--- src/rtl/cla_pkg.sv ---
// Shared definitions for the nibble-serial carry-lookahead adder:
// FSM state encoding, slice width and counter sizing helper.
package cla_pkg;

  typedef enum logic [1:0] {
    IDLE = 2'd0,
    RUN  = 2'd1,
    DONE = 2'd2
  } state_e;

  localparam int NIBBLE_W = 4;

  // A one-nibble adder still needs a 1-bit counter so the select logic stays uniform.
  function automatic int cnt_width(input int nib);
    return (nib <= 1) ? 1 : $clog2(nib);
  endfunction

endpackage

--- src/rtl/pg_slice.sv ---
// Combinational 4-bit carry-lookahead slice: generate/propagate terms,
// lookahead carries c[4:1] and the nibble sum.
module pg_slice
  import cla_pkg::*;
(
  input  logic [NIBBLE_W-1:0] a4,
  input  logic [NIBBLE_W-1:0] b4,
  input  logic                c0,
  output logic [NIBBLE_W-1:0] s4,
  output logic [4:1]          c
);

  logic [NIBBLE_W-1:0] p;
  logic [NIBBLE_W-1:0] g;

  always_comb begin
    p    = a4 ^ b4;
    g    = a4 & b4;
    c[1] = g[0] | (p[0] & c0);
    c[2] = g[1] | (p[1] & g[0]) | (p[1] & p[0] & c0);
    c[3] = g[2] | (p[2] & g[1]) | (p[2] & p[1] & g[0]) | (p[2] & p[1] & p[0] & c0);
    c[4] = g[3] | (p[3] & g[2]) | (p[3] & p[2] & g[1]) | (p[3] & p[2] & p[1] & g[0])
         | (p[3] & p[2] & p[1] & p[0] & c0);
    s4   = p ^ {c[3:1], c0};
  end

endmodule

--- src/rtl/cla_serial_adder.sv ---
// Multi-cycle adder: one 4-bit lookahead slice is reused once per nibble,
// LS nibble first, with a carry register chaining the nibbles together.
module cla_serial_adder
  import cla_pkg::*;
#(
  parameter int WIDTH = 16
) (
  input  logic             clk,
  input  logic             rst_n,
  input  logic             in_valid,
  output logic             in_ready,
  input  logic [WIDTH-1:0] a,
  input  logic [WIDTH-1:0] b,
  input  logic             cin,
  output logic             out_valid,
  input  logic             out_ready,
  output logic [WIDTH-1:0] sum,
  output logic             cout,
  output logic             ovf
);

  localparam int NIB = WIDTH / NIBBLE_W;
  localparam int CW  = cnt_width(NIB);

  state_e              state_q, state_d;
  logic [CW-1:0]       cnt_q, cnt_d;
  logic [WIDTH-1:0]    a_q, a_d;
  logic [WIDTH-1:0]    b_q, b_d;
  logic                carry_q, carry_d;
  logic [WIDTH-1:0]    sum_q, sum_d;
  logic                cout_q, cout_d;
  logic                ovf_q, ovf_d;
  logic                out_valid_q, out_valid_d;

  logic [CW+1:0]       nib_idx;
  logic [NIBBLE_W-1:0] a_nib;
  logic [NIBBLE_W-1:0] b_nib;
  logic [NIBBLE_W-1:0] s_nib;
  logic [4:1]          c_nib;

  // Bit offset of the active nibble is simply counter*4.
  assign nib_idx = {cnt_q, 2'b00};
  assign a_nib   = a_q[nib_idx +: NIBBLE_W];
  assign b_nib   = b_q[nib_idx +: NIBBLE_W];

  pg_slice u_pg_slice (
    .a4 (a_nib),
    .b4 (b_nib),
    .c0 (carry_q),
    .s4 (s_nib),
    .c  (c_nib)
  );

  always_comb begin
    state_d     = state_q;
    cnt_d       = cnt_q;
    a_d         = a_q;
    b_d         = b_q;
    carry_d     = carry_q;
    sum_d       = sum_q;
    cout_d      = cout_q;
    ovf_d       = ovf_q;
    out_valid_d = out_valid_q;
    case (state_q)
      IDLE: begin
        if (in_valid) begin
          a_d     = a;
          b_d     = b;
          carry_d = cin;
          cnt_d   = '0;
          state_d = RUN;
        end
      end
      RUN: begin
        sum_d[nib_idx +: NIBBLE_W] = s_nib;
        carry_d = c_nib[4];
        cnt_d   = cnt_q + CW'(1);
        // Final nibble carries the MSB, so its C3/C4 give cout and signed overflow.
        if (cnt_q == CW'(NIB - 1)) begin
          cout_d      = c_nib[4];
          ovf_d       = c_nib[3] ^ c_nib[4];
          out_valid_d = 1'b1;
          state_d     = DONE;
        end
      end
      DONE: begin
        if (out_ready) begin
          out_valid_d = 1'b0;
          state_d     = IDLE;
        end
      end
      default: state_d = IDLE;
    endcase
  end

  always_ff @(posedge clk or negedge rst_n) begin
    if (!rst_n) begin
      state_q     <= IDLE;
      cnt_q       <= '0;
      a_q         <= '0;
      b_q         <= '0;
      carry_q     <= 1'b0;
      sum_q       <= '0;
      cout_q      <= 1'b0;
      ovf_q       <= 1'b0;
      out_valid_q <= 1'b0;
    end else begin
      state_q     <= state_d;
      cnt_q       <= cnt_d;
      a_q         <= a_d;
      b_q         <= b_d;
      carry_q     <= carry_d;
      sum_q       <= sum_d;
      cout_q      <= cout_d;
      ovf_q       <= ovf_d;
      out_valid_q <= out_valid_d;
    end
  end

  assign in_ready  = (state_q == IDLE);
  assign out_valid = out_valid_q;
  assign sum       = sum_q;
  assign cout      = cout_q;
  assign ovf       = ovf_q;

endmodule
--- config.mk ---
export PLATFORM = sky130hd
export DESIGN_NAME = cla_serial_adder
export DESIGN_NICKNAME = d
export VERILOG_FILES = /design/src/rtl/cla_pkg.sv /design/src/rtl/pg_slice.sv /design/src/rtl/cla_serial_adder.sv
export SDC_FILE = /design/constraint.sdc
export NUM_CORES = 1
export LEC_CHECK = 0
export BUFFER_PORTS_ARGS = -buffer_cell sky130_fd_sc_hd__buf_2
export CORE_ASPECT_RATIO = 0.9
export CORE_MARGIN = 2
export CORE_UTILIZATION = 45
export CTS_CLUSTER_DIAMETER = 50
export CTS_CLUSTER_SIZE = 25
export DETAILED_ROUTE_END_ITERATION = 16
export PLACE_DENSITY = 0.66
export SLEW_MARGIN = 20
export SYNTH_ARGS = -nofsm -noshare
export SYNTH_HDL_FRONTEND = slang
export SYNTH_SLANG_ARGS = --single-unit
--- constraint.sdc ---
create_clock -name clk -period 4.5 [get_ports clk]
set_input_delay 0.675 -clock clk [delete_from_list [all_inputs] [get_ports clk]]
set_output_delay 0.675 -clock clk [all_outputs]
set_load 0.005 [all_outputs]
==> reports/qor.yml, run 1 <==
drive_gt1_frac: 0.333
yosysWarnings: 0
port_buffers: 56
cellLeakagePower_nw: 1.44
die_h_um: 75.5
fp.dieArea_mm2: 0.00631
rsz0062_at_grt: "no"
met1Wirelength_mm: 2.14
final.setup_skew_ps: 10.8
drt-total-wl_mm: 4.67
cp.arrival_ps: 3040
n_fill_cell: 491
worst-setup-path-type: "flip-flop to flip-flop"
synth_top_area_cell: "dfrtp_1"
htree_num_levels: 2
rr_endpoint: "sum[11]$_DFFE_PN0P_"
synth_ff_type: "dfrtp_1"
critPathMaxFanout: 15
synthMuxAreaShare: 0.215
io_pins: 57
cts_buffers: 5
drv_cap: 0
status: "finished clean"
cts_sinks: 56
num_antenna_cells: 0
timing.reg2reg.setup_slack_ps: 1710
tns_ps: 0
yosys-top-cells-count: "dfrtp_1 (56), mux2_1 (26), nand2_1 (18)"
ant_nets: 0
cp-start-kind: "flip-flop"
finalMaxSlewViolations: 0
timing.hold.ws_ps: 471
clk_latency_ps: 310
ys_seq_area_frac: 0.548
antenna_found_initial: 0
slew_headroom: 0.534
synth_top_family_by_area: "multiplexers"
cts_resized: 0
fmax_ghz: 0.358
nets: 295
drc: 0
power_mw: 2.45
netlist_top_cells_area: "dfrtp_1 (55%), mux2_1 (11%), mux4_2 (7.0%)"
grt_pass1_wl_mm: 7.94
syn_area_per_cell_um2: 13.7
peakVddDrop_mv: 0.352
wl_met2_mm: 2.27
synthesis.area_mm2: 0.00256
cp.required_ps: 4750
final_hold_viol_count: 0
ctsRootBufferMaster: "clkbuf_8"
slowest_stage: "dfrtp_1"
synth_top_area_frac: 0.548
r2r-start: "cnt_q[0]$_DFFE_PN0P_"
wl_per_cell_um: 14.8
end_kind: "flip-flop"
synth_compound_area_frac: 0.0866
core_mm2: 0.00560
die_width_um: 83.5
cp_num_buf_inv: 0
grt_pass1_vias: 1660
cts_setup_buffers: 0
setup_viol: 0
drt_iter0_markers: 40
hold_path.class: "primary input to asynchronous set/reset pin"
grt_max_degree: 57
drt_pass1_iterations: 4
synth_xor_area_frac: 0.0103
min_period_ps: 2790
dp_hpwl_mm: 3.36
ys_ff_latch: 56
synth_edf_count: 0
overflow: 0
viasPerCell: 5.28
max_stage_delay_ps: 800
clk_pin_slew_ps: 90
via_count: 1669
dr_wl_met3_um: 237
top_layer: "met4"
synth-simple-area-share: 0.0582
gp_congestion: 0.743
cts.path.max_buffers: 2
power_density_mw_per_mm2: 806
syn_nets: 236
async_flop_share: 1.00
syn_inst: 187
yosysMostFrequentCell: "dfrtp_1"
rows: 26
finalCritPeriodShare: 0.621
cts_tree: "yes"
rr_worst_depth: 6
yosysUniqueCellTypes: 31
worst_slew_pin_slew_ps: 698
synthAdderAreaFrac: 0.0616
initial_utilization: 0.457
grt_use_total: 0.162
area_growth_pct: 18.7
path_delay_family: "flip-flops"
hold_buffers: 0
path_cells: "mux4_2 -> ha_1 -> a211oi_1 -> o21bai_1 -> xor2_1 -> a22o_1"
cells in the final DEF, fill, tap and decap left out, types with 2 or more instances in the layout:
cell | synthesis | routed
bufinv_16 | 0 | 2
a21oi_1 | 4 | 4
clkbuf_8 | 0 | 5
buf_4 | 3 | 2
o21ai_0 | 4 | 4
o21ai_1 | 3 | 3
nor2_1 | 7 | 7
or3_1 | 2 | 2
buf_2 | 3 | 56
inv_1 | 4 | 4
mux2_1 | 26 | 26
mux2_2 | 6 | 6
nand2_1 | 18 | 18
dfrtp_1 | 56 | 56
xor2_1 | 2 | 2
o21bai_1 | 2 | 2
ha_1 | 11 | 11
a22o_1 | 8 | 8
o31ai_1 | 7 | 7
mux4_2 | 8 | 8
metal layers:
layer | GRT usage | vias up
met3 | 0.0542 | 4
met5 | 0 | -
met2 | 0.273 | 37
met4 | 0.0323 | 0
met1 | 0.210 | 829
li1 | - | 799
sequential cells by signal, summed over array words and instances (netlist names):
| signal | flops |
|---|---|
| cout | 1 |
| b_q | 16 |
| sum | 16 |
| out_valid | 1 |
| carry_q | 1 |
| state_q | 2 |
| a_q | 16 |
| ovf | 1 |
| cnt_q | 2 |
logic make-up (layout without fill, tap and decap cells):
group                    Yosys count  in the layout
multiplexers                      41             41
AO/OA/AOI/OAI                     32             32
flip-flops                        56             56
AND/OR/NAND/NOR                   33             33
buffers and inverters             10             69
adder cells (fa/ha/maj)           12             12
XOR/XNOR                           3              3
worst max-delay path by stage:
stage                         startpoint  slack (ps)  cells after the start             endpoint
finish              cnt_q[0]$_DFFE_PN0P_        1710                      6  sum[11]$_DFFE_PN0P_
global route        cnt_q[0]$_DFFE_PN0P_        1470                      6   sum[3]$_DFFE_PN0P_
CTS                 cnt_q[0]$_DFFE_PN0P_        1650                      6  sum[11]$_DFFE_PN0P_
detailed placement  cnt_q[0]$_DFFE_PN0P_        1690                      6  sum[11]$_DFFE_PN0P_
global placement    cnt_q[0]$_DFFE_PN0P_        1760                      6   sum[3]$_DFFE_PN0P_
floorplan           cnt_q[0]$_DFFE_PN0P_        2080                      7   sum[3]$_DFFE_PN0P_
report_power, final:
part	total (mW)	switching, mW	internal, mW
registers	0.898	0.169	0.729
logic	1.17	0.618	0.549
clock network	0.382	0.163	0.219
total	2.45	0.950	1.50
final cells by class:
type / count / area (um2) / share of cell area
Sequential cell: 56 / 1400 / 0.461
Multi-Input combinational cell: 121 / 1110 / 0.365
Timing Repair Buffer: 58 / 295 / 0.0972
Tap cell: 70 / 87.6 / 0.0288
Clock buffer: 5 / 68.8 / 0.0227
Clock inverter: 2 / 60.1 / 0.0198
Inverter: 4 / 15.0 / 0.00494
per-stage QoR:
step	area, um2	cells	util	setup slack, ps
2_1_floorplan	2560	187	-	2080
3_3_place_gp	2910	309	0.520	1760
3_5_place_dp	2910	309	0.520	1690
4_1_cts	3040	316	0.543	1650
5_1_grt	3040	316	0.543	1470
6_report	3040	316	0.543	1710
No activity file was read; power rests on OpenSTA's default activity.
==> run 2: changes to the inputs <==
--- a/config.mk
+++ b/config.mk
@@ -12,7 +12,7 @@
 export CTS_CLUSTER_DIAMETER = 50
 export CTS_CLUSTER_SIZE = 25
 export DETAILED_ROUTE_END_ITERATION = 16
-export PLACE_DENSITY = 0.66
+export PLACE_DENSITY = 0.69
 export SLEW_MARGIN = 20
 export SYNTH_ARGS = -nofsm -noshare
 export SYNTH_HDL_FRONTEND = slang
==> constraint.sdc (replaced) <==
create_clock -name clk -period 2.3 [get_ports clk]
set_input_delay 0.345 -clock clk [delete_from_list [all_inputs] [get_ports clk]]
set_output_delay 0.345 -clock clk [all_outputs]
set_load 0.005 [all_outputs]
==> reports/qor.yml, run 2 (synthesized netlist as in run 1, its figures left out) <==
initial_utilization: 0.457
dp_hpwl_mm: 3.60
r2r-start: "cnt_q[0]$_DFFE_PN0P_"
cellLeakagePower_nw: 1.52
cts_buffers: 5
utilization: 0.584
area_growth_pct: 27.8
cts.path.max_buffers: 2
die_width_um: 83.5
overflow: 0
drt-total-wl_mm: 5.02
via_count: 1740
nets: 306
fmax_ghz: 0.440
cp_num_buf_inv: 2
dp_slack_ps: -30.9
critPathMaxFanout: 5
min_period_ps: 2270
fin_ws_ps: 27.8
end_kind: "flip-flop"
wl_met2_mm: 2.37
final_cell_mix: "dfrtp_1 (56), buf_2 (56), mux2_1 (26), nand2_1 (18)"
num_antenna_cells: 0
drc: 0
cts_tree: "yes"
viasPerCell: 5.32
ant_nets: 0
cp.required_ps: 2510
regArea_mm2: 0.00140
final_hold_viol_count: 0
slew_headroom: 0.591
finalCritPeriodShare: 0.988
path_cells: "buf_6 -> mux4_2 -> buf_6 -> ha_4 -> a211oi_2 -> o21bai_2 -> xor2_2 -> a22o_1"
antenna_found_initial: 0
drv_cap: 0
cts_sinks: 56
grt_pass1_vias: 1661
slowest_stage: "mux4_2"
fp.dieArea_mm2: 0.00631
hold_buffers: 0
wl_per_cell_um: 15.4
ctsRootBufferMaster: "clkbuf_8"
gp_congestion: 0.733
n_fill_cell: 481
rows: 26
status: "finished clean"
finalMaxSlewViolations: 0
io_pins: 57
die_h_um: 75.5
max_stage_delay_ps: 560
rr_worst_depth: 8
port_buffers: 56
worst_slew_pin_slew_ps: 614
clk_pin_slew_ps: 100
drt_iter0_markers: 57
cp.arrival_ps: 2490
core_mm2: 0.00560
rr_endpoint: "sum[15]$_DFFE_PN0P_"
peakVddDrop_mv: 1.02
crit_path_frequent_cell: "buf_6"
worst-setup-path-type: "flip-flop to flip-flop"
grt_use_total: 0.164
hold_path.class: "primary input to asynchronous set/reset pin"
power_density_mw_per_mm2: 1790
cp-start-kind: "flip-flop"
met1Wirelength_mm: 2.31
path_delay_family: "multiplexers"
dr_wl_met3_um: 279
clk_latency_ps: 310
multiInputGateArea_mm2: 0.00123
top_layer: "met4"
htree_num_levels: 2
drt_pass1_iterations: 4
grt_pass1_wl_mm: 7.94
rsz0062_at_grt: "yes"
grt_max_degree: 37
drive_gt1_frac: 0.420
setup_viol: 0
timing.reg2reg.setup_slack_ps: 30
final.setup_skew_ps: 8.14
power_mw: 5.86
[run 2: changes by cell type in the layout (fill, tap and decap cells not counted), sizes merged]
| cell | before | now |
|---|---|---|
| buf | 58 | 69 |
[run 2: layout make-up]
| cell class | count | area share |
|---|---|---|
| sequential | 56 | 0.429 |
| clock buffer | 5 | 0.0210 |
| timing repair buffer | 69 | 0.125 |
| inverter | 4 | 0.00459 |
| tap | 70 | 0.0268 |
| multi-input combinational | 121 | 0.375 |
| clock inverter | 2 | 0.0184 |
[run 2: stage by stage]
stage | setup TNS (ps) | std cells | cell area (um2) | hold WS (ps)
final | 0 | 327 | 3270 | 27.4
after global routing | -282 | 327 | 3270 | 53.1
after CTS | -8.67 | 325 | 3130 | 40.3
after detailed placement | -30.9 | 318 | 2990 | 393
after global placement | 0 | 318 | 2990 | 383
after floorplan | 0 | 187 | 2560 | 49.4
[run 2: timing repair]
item,in CTS,in global routing
setup buffers,0,2
hold endpoints to repair,0,0
resized for setup,4,21
pin swaps,0,11
setup endpoints to repair,1,13
[run 2: how the worst max path moves through the flow]
stage / endpoint / cells after the start / slack [ps] / start
floorplan: sum[3]$_DFFE_PN0P_ / 7 / 4 / cnt_q[0]$_DFFE_PN0P_
global placement: cout$_DFFE_PN0P_ / 8 / 50 / cnt_q[0]$_DFFE_PN0P_
detailed placement: sum[10]$_DFFE_PN0P_ / 8 / -30 / cnt_q[0]$_DFFE_PN0P_
CTS: sum[10]$_DFFE_PN0P_ / 8 / -9 / cnt_q[0]$_DFFE_PN0P_
global route: sum[2]$_DFFE_PN0P_ / 8 / -70 / cnt_q[0]$_DFFE_PN0P_
finish: sum[15]$_DFFE_PN0P_ / 8 / 30 / cnt_q[0]$_DFFE_PN0P_
[run 2: report_power, final]
group	internal (mW)	switching, mW
clock	0.429	0.312
combinational	1.69	1.74
sequential	1.43	0.260
[run 2: metal layers]
metal / up-vias / GRT usage
met4: 0 / 0.0591
met1: 871 / 0.225
li1: 815 / -
met2: 49 / 0.252
met5: - / 0
met3: 5 / 0.0542
